**config.mk**
```make
export PLATFORM = sky130hd
export DESIGN_NAME = word_tx_fsm
export DESIGN_NICKNAME = d
export VERILOG_FILES = /design/src/rtl/keypad_pkg.sv /design/src/rtl/uart_tx_byte.sv /design/src/rtl/word_tx_fsm.sv
export SDC_FILE = /design/constraint.sdc
export NUM_CORES = 1
export LEC_CHECK = 0
export CORE_MARGIN = 1.5
export CORE_UTILIZATION = 53
export DETAILED_ROUTE_END_ITERATION = 7
export GPL_TIMING_DRIVEN = 0
export MAX_ROUTING_LAYER = met4
export PLACE_DENSITY_LB_ADDON = 0.08
export SLEW_MARGIN = 20
export SYNTH_ARGS = -nofsm -noshare
export SYNTH_HDL_FRONTEND = slang
export SYNTH_SLANG_ARGS = --single-unit
export TNS_END_PERCENT = 100
```
**constraint.sdc**
```tcl
create_clock -name clk -period 5.72 [get_ports clk]
set_input_delay 1.716 -clock clk [delete_from_list [all_inputs] [get_ports clk]]
set_output_delay 1.716 -clock clk [all_outputs]
set_load 0.01 [all_outputs]
```
**src/rtl/keypad_pkg.sv**
```systemverilog
// Shared constants and state encoding for the keypad letter / radio TX path.
// WORD_TX_PARITY_EN adds the PARITY state used for 8E1 framing.
package keypad_pkg;

  localparam logic [7:0] ASCII_A           = 8'h41;
  localparam logic [7:0] ASCII_Z           = 8'h5A;
  localparam logic [7:0] TERM_CHAR_DEFAULT = 8'h0A;
  localparam logic [7:0] EOT_CHAR_DEFAULT  = 8'h04;

  typedef enum logic [2:0] {
    IDLE,
    START,
    DATA,
`ifdef WORD_TX_PARITY_EN
    PARITY,
`endif
    STOP,
    NEXT
  } tx_state_t;

  function automatic logic is_letter(input logic [7:0] c);
    return (c >= ASCII_A) && (c <= ASCII_Z);
  endfunction

endpackage

```
**src/rtl/uart_tx_byte.sv**
```systemverilog
// Byte serializer: start bit, 8 data bits LSB first, optional even parity
// (WORD_TX_PARITY_EN), one stop bit. ack is high in the last stop-bit cycle.
//   state  | meaning
//   IDLE   | line high, waiting for start
//   START  | start bit (low)
//   DATA   | data bits, bit 0 first
//   PARITY | even parity bit (WORD_TX_PARITY_EN only)
//   STOP   | stop bit (high)
module uart_tx_byte
  import keypad_pkg::*;
#(
  parameter int CLKS_PER_BIT = 100
) (
  input  logic       clk,
  input  logic       rst,
  input  logic       start,
  input  logic [7:0] byte_in,
  output logic       tx,
  output logic       ack
);

  localparam int BW = $clog2(CLKS_PER_BIT);
  localparam logic [BW-1:0] BAUD_LAST = BW'(CLKS_PER_BIT - 1);

  tx_state_t     state;
  logic [BW-1:0] cnt;
  logic [2:0]    bit_idx;
  logic [7:0]    shreg;
  logic          baud_last;

  assign baud_last = (cnt == BAUD_LAST);
  // Combinational so the word sequencer can queue the next byte with only
  // one idle cycle between frames.
  assign ack = (state == STOP) && baud_last;

  always_ff @(posedge clk or posedge rst) begin
    if (rst) begin
      state   <= IDLE;
      cnt     <= '0;
      bit_idx <= '0;
      shreg   <= '0;
      tx      <= 1'b1;
    end else begin
      case (state)
        IDLE: begin
          tx  <= 1'b1;
          cnt <= '0;
          if (start) begin
            shreg <= byte_in;
            tx    <= 1'b0;
            state <= START;
          end
        end
        START: begin
          if (baud_last) begin
            cnt     <= '0;
            bit_idx <= '0;
            tx      <= shreg[0];
            state   <= DATA;
          end else begin
            cnt <= cnt + 1'b1;
          end
        end
        DATA: begin
          if (baud_last) begin
            cnt     <= '0;
            bit_idx <= bit_idx + 3'd1;
            if (bit_idx == 3'd7) begin
`ifdef WORD_TX_PARITY_EN
              tx    <= ^shreg;
              state <= PARITY;
`else
              tx    <= 1'b1;
              state <= STOP;
`endif
            end else begin
              tx <= shreg[bit_idx + 3'd1];
            end
          end else begin
            cnt <= cnt + 1'b1;
          end
        end
`ifdef WORD_TX_PARITY_EN
        PARITY: begin
          if (baud_last) begin
            cnt   <= '0;
            tx    <= 1'b1;
            state <= STOP;
          end else begin
            cnt <= cnt + 1'b1;
          end
        end
`endif
        STOP: begin
          if (baud_last) begin
            cnt   <= '0;
            state <= IDLE;
          end else begin
            cnt <= cnt + 1'b1;
          end
        end
        default: begin
          tx    <= 1'b1;
          state <= IDLE;
        end
      endcase
    end
  end

endmodule

```
**src/rtl/word_tx_fsm.sv**
```systemverilog
// Buffers keypad letters into a word and sends it (plus terminator, or an
// end-of-game byte) over the radio TX line. WORD_TX_PARITY_EN selects 8E1.
//   state | meaning
//   IDLE  | collecting letters, waiting for submit / game end
//   START | a byte is in flight in the serializer
//   NEXT  | one idle cycle between frames; finish or continue
module word_tx_fsm
  import keypad_pkg::*;
#(
  parameter int         CLKS_PER_BIT = 100,
  parameter int         MAX_LEN      = 8,
  parameter logic [7:0] TERM_CHAR    = TERM_CHAR_DEFAULT,
  parameter logic [7:0] EOT_CHAR     = EOT_CHAR_DEFAULT
) (
  input  logic                         clk,
  input  logic                         rst,
  input  logic                         ready,
  input  logic [7:0]                   data,
  input  logic                         toggle_state,
  input  logic                         game_end,
  output logic                         tx,
  output logic                         busy,
  output logic [$clog2(MAX_LEN+1)-1:0] count,
  output logic                         overflow
);

  localparam int CW = $clog2(MAX_LEN + 1);
  localparam int AW = (MAX_LEN > 1) ? $clog2(MAX_LEN) : 1;
  localparam logic [CW-1:0] MAX_CNT = CW'(MAX_LEN);

  tx_state_t     state;
  logic          toggle_q, game_q, tog_rise, game_rise;
  logic [7:0]    word_buf [MAX_LEN];
  logic [CW-1:0] len, idx, idx_n;
  logic [7:0]    byte_q;
  logic          start_q, tx_ack;
  logic          is_eot, is_term, eot_pend, finish_q;

  assign tog_rise  = toggle_state & ~toggle_q;
  assign game_rise = game_end & ~game_q;
  assign idx_n     = idx + 1'b1;

  uart_tx_byte #(.CLKS_PER_BIT(CLKS_PER_BIT)) u_ser (
    .clk     (clk),
    .rst     (rst),
    .start   (start_q),
    .byte_in (byte_q),
    .tx      (tx),
    .ack     (tx_ack)
  );

  always_ff @(posedge clk or posedge rst) begin
    if (rst) begin
      state    <= IDLE;
      toggle_q <= 1'b0;
      game_q   <= 1'b0;
      for (int i = 0; i < MAX_LEN; i++) word_buf[i] <= '0;
      len      <= '0;
      idx      <= '0;
      byte_q   <= '0;
      start_q  <= 1'b0;
      is_eot   <= 1'b0;
      is_term  <= 1'b0;
      eot_pend <= 1'b0;
      finish_q <= 1'b0;
      busy     <= 1'b0;
      count    <= '0;
      overflow <= 1'b0;
    end else begin
      toggle_q <= toggle_state;
      game_q   <= game_end;
      start_q  <= 1'b0;

      if (ready) begin
        if (busy) begin
          overflow <= 1'b1;
        end else if (is_letter(data)) begin
          if (count < MAX_CNT) begin
            word_buf[count[AW-1:0]] <= data;
            count <= count + 1'b1;
          end else begin
            overflow <= 1'b1;
          end
        end
      end

      if (game_rise && state != IDLE) eot_pend <= 1'b1;

      case (state)
        IDLE: begin
          if (game_rise) begin
            count   <= '0;
            byte_q  <= EOT_CHAR;
            is_eot  <= 1'b1;
            is_term <= 1'b0;
            start_q <= 1'b1;
            busy    <= 1'b1;
            state   <= START;
          end else if (tog_rise && count != '0) begin
            len      <= count;
            idx      <= '0;
            byte_q   <= word_buf[0];
            overflow <= 1'b0;
            is_eot   <= 1'b0;
            is_term  <= 1'b0;
            start_q  <= 1'b1;
            busy     <= 1'b1;
            state    <= START;
          end
        end
        START: begin
          // The next byte is chosen as the stop bit ends, so its start bit
          // follows the single NEXT cycle.
          if (tx_ack) begin
            state    <= NEXT;
            finish_q <= 1'b0;
            if (is_eot) begin
              finish_q <= 1'b1;
              eot_pend <= 1'b0;
            end else if (is_term) begin
              if (eot_pend) begin
                byte_q   <= EOT_CHAR;
                is_eot   <= 1'b1;
                is_term  <= 1'b0;
                eot_pend <= 1'b0;
                count    <= '0;
                start_q  <= 1'b1;
              end else begin
                finish_q <= 1'b1;
              end
            end else begin
              idx     <= idx_n;
              start_q <= 1'b1;
              if (idx_n == len) begin
                byte_q  <= TERM_CHAR;
                is_term <= 1'b1;
              end else begin
                byte_q <= word_buf[idx_n[AW-1:0]];
              end
            end
          end
        end
        NEXT: begin
          if (finish_q) begin
            count   <= '0;
            busy    <= 1'b0;
            is_eot  <= 1'b0;
            is_term <= 1'b0;
            state   <= IDLE;
          end else begin
            state <= START;
          end
        end
        default: state <= IDLE;
      endcase
    end
  end

endmodule

```
-- After elaboration in Yosys (flattened, before gate mapping)
Index checks and enable logic that the tools add are counted.
W data, S select, Z words.
- flip-flop bits (word level): 118
- latch bits: 0
- RAM bits: 0
- bits in read-only memories: 0
- output and inout port bits: 7
- word-level logic and storage cells: 188
- memories: 0
- $add $sub $neg: 4
- multiply operators: 0
- div/mod/pow operators: 0
- $lt $le $gt $ge: 7
- eq/ne operators: 21
- shift-type cells: 0
- mux-type cells: 92
- bitwise operators: 9
- reduce and logical (&&, ||, !) cells: 28
- operators by type and width (operator ; count):
    $mux W8 ; 10
    $bwmux W64 ; 1
    $mux W4 ; 15
    $mux W1 ; 41
    $mux W3 ; 9
    $bmux W8 S3 ; 1
    $demux W8 S3 ; 1
    $pmux W8 S2 ; 1
    $reduce_and A5 Y1 ; 3
    $ne A2 B2 Y1 const B ; 7
    $pmux W7 S2 ; 1
    $pmux W3 S4 ; 1
    $pmux W4 S3 ; 1
    $reduce_and A3 Y1 ; 4
    $pmux W3 S3 ; 1
    $add A4 B1 Y4 const B ; 2
    $ge A4 B4 Y1 const B ; 2
    $ge A8 B7 Y1 const B ; 1
    $le A8 B7 Y1 const B ; 1
    $ne A2 B1 Y1 const B ; 4
    $not A3 Y4 ; 2
    $pmux W4 S2 ; 1
    $reduce_and A4 Y1 ; 2
    $reduce_bool A2 Y1 ; 4
    26 further kinds ; 45

-- Depth between registers and ports, before layout
- depth after elaboration: 10
- gate-level depth with buffers: 8
- depth with buffers taken out: 7

-- By module
From an unflattened synthesis, not the netlist that was laid out.
- cell total of the unflattened synthesis: 461
- area total of the unflattened synthesis: 5841.9 um^2
- modules (own cells, without submodules) (module ; instances ; cells each ; area an instance (um^2) ; seq. area each (um^2)):
    word_tx_fsm ; 1 ; 367 ; 4747.1 ; 2377.3
    uart_tx_byte ; 1 ; 94 ; 1094.8 ; 526.8

-- Least setup slack after synthesis
Ideal clock, no wire load.
- path kind: input port to flip-flop
- start point: input data[1]
- end point: register word_buf[0] in the netlist's numbering
- data arrival time: 3.270 ns
- required time: 5.595 ns
- setup slack: 2.325 ns
- cell stages on the path: 7
- cell sequence: buf_2 or4_4 o22ai_4 nor3_1 and3_1 buf_6 mux2_4
- word-level cells in the longest chain between the ends: 3
- elaborated cells on any way between the ends: 4
- those cells by class: 2 x order compare; 2 x reduce/logical
- RTL lines (element ; RTL line ; source):
    start, declared ; word_tx_fsm.sv:18 ; input logic [7:0] data,
    $ge A8 B7 Y1 / $le A8 B7 Y1 (equally long branches) ; keypad_pkg.sv:22 ; return (c >= ASCII_A) && (c <= ASCII_Z);
    $logic_and A1 B1 Y1 (*) ; keypad_pkg.sv:22 ;
    $reduce_and A4 Y1 (no source line) (*) ; n/a ;
    end signal, assigned by index ; word_tx_fsm.sv:79 ; word_buf[count[AW-1:0]] <= data;
    end, declared ; word_tx_fsm.sv:33 ; logic [7:0] word_buf [MAX_LEN];
Mark *: on every way between the ends. The rest lies on a longest branch, timed or not.
A chain may end at the register's enable or synchronous reset.

-- Worst setup path after layout
- start point: input data[6]
- end point: register word_buf[12] in the netlist's numbering
The elaborated chain is that of the path after synthesis.

==> impl_metrics.json <==
{
  "outcome": "complete, no violations",
  "worst_clock_skew_ps": 6.96,
  "clk_transition_reported_paths_ps": 60,
  "clk-insertion-delay-late_ps": 530,
  "crit_arrival_ps": 4010,
  "syn_nets": 498,
  "hp-class": "register to register",
  "critPathLaunchType": "input pin",
  "synth_cells": 469,
  "wl_um": 11800,
  "yosys_most_used_dff": "dfrtp_1",
  "grt_setup_unrepaired": "no",
  "family_of_cells_with_the_greatest_summed_delay_on_the_critical_path": "simple AND/OR/NAND/NOR gates",
  "global_route.overflow_total": 0,
  "timing_hold_violations_final": 0,
  "number_of_sinks_on_the_clock_net": 116,
  "number_of_inserted_filler_cells_in_the_final_layout": 827,
  "place_hpwl_um": 8130,
  "cpPeakStageDelay_ps": 450,
  "portBuffers": 15,
  "total_leakage_power_nw": 2.97,
  "grt_pass1_vias": 4003,
  "logic_pwr_share_pct": 14.0,
  "yosysWarningCount": 0,
  "fin_area_mm2": 0.00667,
  "placementRows": 37,
  "antenna_left": 0,
  "pin_count_of_the_biggest_net_entering_global_routing": 62,
  "pwr_density_cell_mw_per_mm2": 357,
  "vias_per_cell": 5.80,
  "pin_count": 20,
  "p_sw_w": 0.000582,
  "count_of_final_max_slew_check_failures": 0,
  "syn_area_cell_um2": 12.3,
  "detailedRoute.firstPassIterationCount": 4,
  "post-cts-setup-buffer-count": 0,
  "dr_total_vias": 3776,
  "clock_tree.htree_level_count": 4,
  "layout.nets": 533,
  "asyncSetResetFlopFracSynth_pct": 100,
  "totalNegativeSetupSlack_ps": 0,
  "path_buf_inv": 2,
  "clock_power_share_pct": 42.3,
  "number_of_antenna_violations_at_the_first_check_in_global_routing": 0,
  "flip_flop_and_latch_count_after_synthesis": 116,
  "critical_path.endpoint_type": "register",
  "root_buffer": "clkbuf_8",
  "dpl_cell_area_mm2": 0.00610,
  "core-area_mm2": 0.0104,
  "p_int_w": 0.00180,
  "p_total_w": 0.00238,
  "grt_first_pass_wirelength_um": 20200,
  "highest_clock_rate_mhz": 278,
  "routed_wire_length_per_instance_um": 18.1,
  "share_of_layout_cells_above_drive_strength_1_pct": 23.7,
  "worst_pin_slew_ps": 1080,
  "worst_case_clock_buffer_depth": 2,
  "final_worst_path_period_need_ps": 3600,
  "maxCapViolations": 0,
  "drcViolationCount": 0,
  "dpl_worst_slack_ps": 1620,
  "path_cells": "clkdlybuf4s50_1 -> nor3b_1 -> nor4bb_1 -> clkbuf_1 -> nand4_1 -> mux2_2",
  "post-route-period-util_pct": 62.9,
  "synth-edff-count": 0,
  "slew_headroom_pct": 26.9,
  "die-height_um": 107,
  "finalWeightedCongestion": 0.815,
  "max-vdd-ir-drop_mv": 0.321,
  "cts_inserted_buffers": 17,
  "cts.hold.buffers_added": 0,
  "cp_data_required_time_ps": 6130,
  "power.sequential.fraction_pct": 43.7,
  "cts_resized": 0,
  "initial_utilization_pct": 55.2,
  "switching_share_pct": 24.5,
  "setup_viol": 0,
  "tritoncts": "built",
  "die_width_um": 107,
  "final_core_util_pct": 64.0,
  "area_growth_syn_to_layout_pct": 15.9,
  "least_setup_slack_across_all_paths_after_layout_ps": 2120,
  "criticalPathCategory": "input pin to register",
  "critical_path_peak_fanout": 8,
  "num_antenna_cells": 0,
  "drt_iter0_drc": 213,
  "slowest_stage": "clkdlybuf4s50_1",
  "yosysSeqAreaShare_pct": 50.5,
  "synth.lib_cells_used.distinct": 59,
  "fp.dieArea_mm2": 0.0115,
  "grt_use_total_pct": 24.1,
  "netlist_area_mm2": 0.00575
}
[final cells by class]
class | count | area, um2 | area share [%]
flip-flops and latches | 116 | 2900 | 43.5
multi-input cells | 322 | 2700 | 40.5
repair buffers | 16 | 178 | 2.66
well taps | 136 | 170 | 2.55
inverters | 12 | 50.0 | 0.750
plain buffers | 19 | 105 | 1.58
clock buffers | 21 | 459 | 6.89
clock inverters | 9 | 105 | 1.58
[final timing paths]
kind | startpoint | to | slack (ps) | depth (start not counted)
worst max-delay path | data[6] | word_buf[12]$_DFFE_PP0P_ | 2120 | 6
worst min-delay path | word_buf[38]$_DFFE_PP0P_ | word_buf[38]$_DFFE_PP0P_ | 470 | 1
worst max register to register | idx[0]$_DFFE_PP0P_ | byte_q[4]$_DFFE_PP0P_ | 2890 | 7
worst min register to register | word_buf[38]$_DFFE_PP0P_ | word_buf[38]$_DFFE_PP0P_ | 470 | 1
max in group asynchronous | rst | finish_q$_DFFE_PP0P_ | 3420 | 3
min in group asynchronous | rst | u_ser.bit_idx[2]$_DFFE_PP0P_ | 1620 | 2
[synth_stat cells (8+ instances only)]
master,n,area [um2]
a21oi_1,13,65.1
and2_1,10,62.6
dfrtp_1,115,2880
ha_1,16,200
inv_1,12,45.0
mux2_2,41,462
mux2_4,13,195
mux4_2,18,405
nand2_1,32,120
nand2b_1,8,50.1
nand3_1,12,60.1
nor2_1,23,86.3
nor2b_1,15,93.8
o21ai_0,33,165
[registers in the layout, indices dropped and copies added, names as in the netlist, 2 cells and up]
| register | count |
|---|---|
| byte_q | 8 |
| state | 2 |
| len | 4 |
| u_ser.state | 2 |
| word_buf | 64 |
| u_ser.cnt | 7 |
| count | 4 |
| idx | 4 |
| u_ser.bit_idx | 3 |
| u_ser.shreg | 8 |
[cells by family (layout without fill, tap and decap cells)]
| kind of cell | after synthesis | count (layout) | synth area share (%) |
|---|---|---|---|
| compound gates | 80 | 80 | 8.94 |
| fa+ha+maj | 16 | 16 | 3.48 |
| flops | 116 | 116 | 50.5 |
| simple gates | 133 | 133 | 12.4 |
| xor+xnor | 9 | 9 | 1.37 |
| buf+inv | 31 | 77 | 2.61 |
| mux | 84 | 84 | 20.7 |
[layer usage]
metal	vias to the layer above	global-route usage [%]	share of wire, %
li1	1777	-	-
met1	1935	30.3	46
met2	47	38.0	49
met3	17	6.57	3.1
met4	0	8.19	1.4
met5	-	-	0
[per-stage QoR]
step                cells  hold WS [ps]
global placement      620           443
global route          651           476
CTS                   651           466
detailed placement    621           449
finish                651           468
floorplan             469           428
[placed cells by master (no fill, tap or decap), types with 8 or more instances in the layout]
cell type          n
a21oi_1           13
and2_1            10
clkbuf_16         16
clkdlybuf4s50_1   15
dfrtp_1          115
ha_1              16
inv_1             11
mux2_2            41
mux2_4            13
mux4_2            18
nand2_1           32
nand2b_1           8
nand3_1           12
nor2_1            23
nor2b_1           15
o21ai_0           33
[power groups by stage]
| stage | registers [W] | logic [W] | clock network (W) |
|---|---|---|---|
| after floorplan | 0.00103 | 0.000242 | 0 |
| after global placement | 0.00104 | 0.000322 | 0 |
| after detailed placement | 0.00105 | 0.000335 | 0 |
| after CTS | 0.00104 | 0.000337 | 0.00103 |
| after global routing | 0.00106 | 0.000367 | 0.00106 |
| final | 0.00104 | 0.000333 | 0.00101 |
Note: power is estimated with default switching activity, not from simulation.
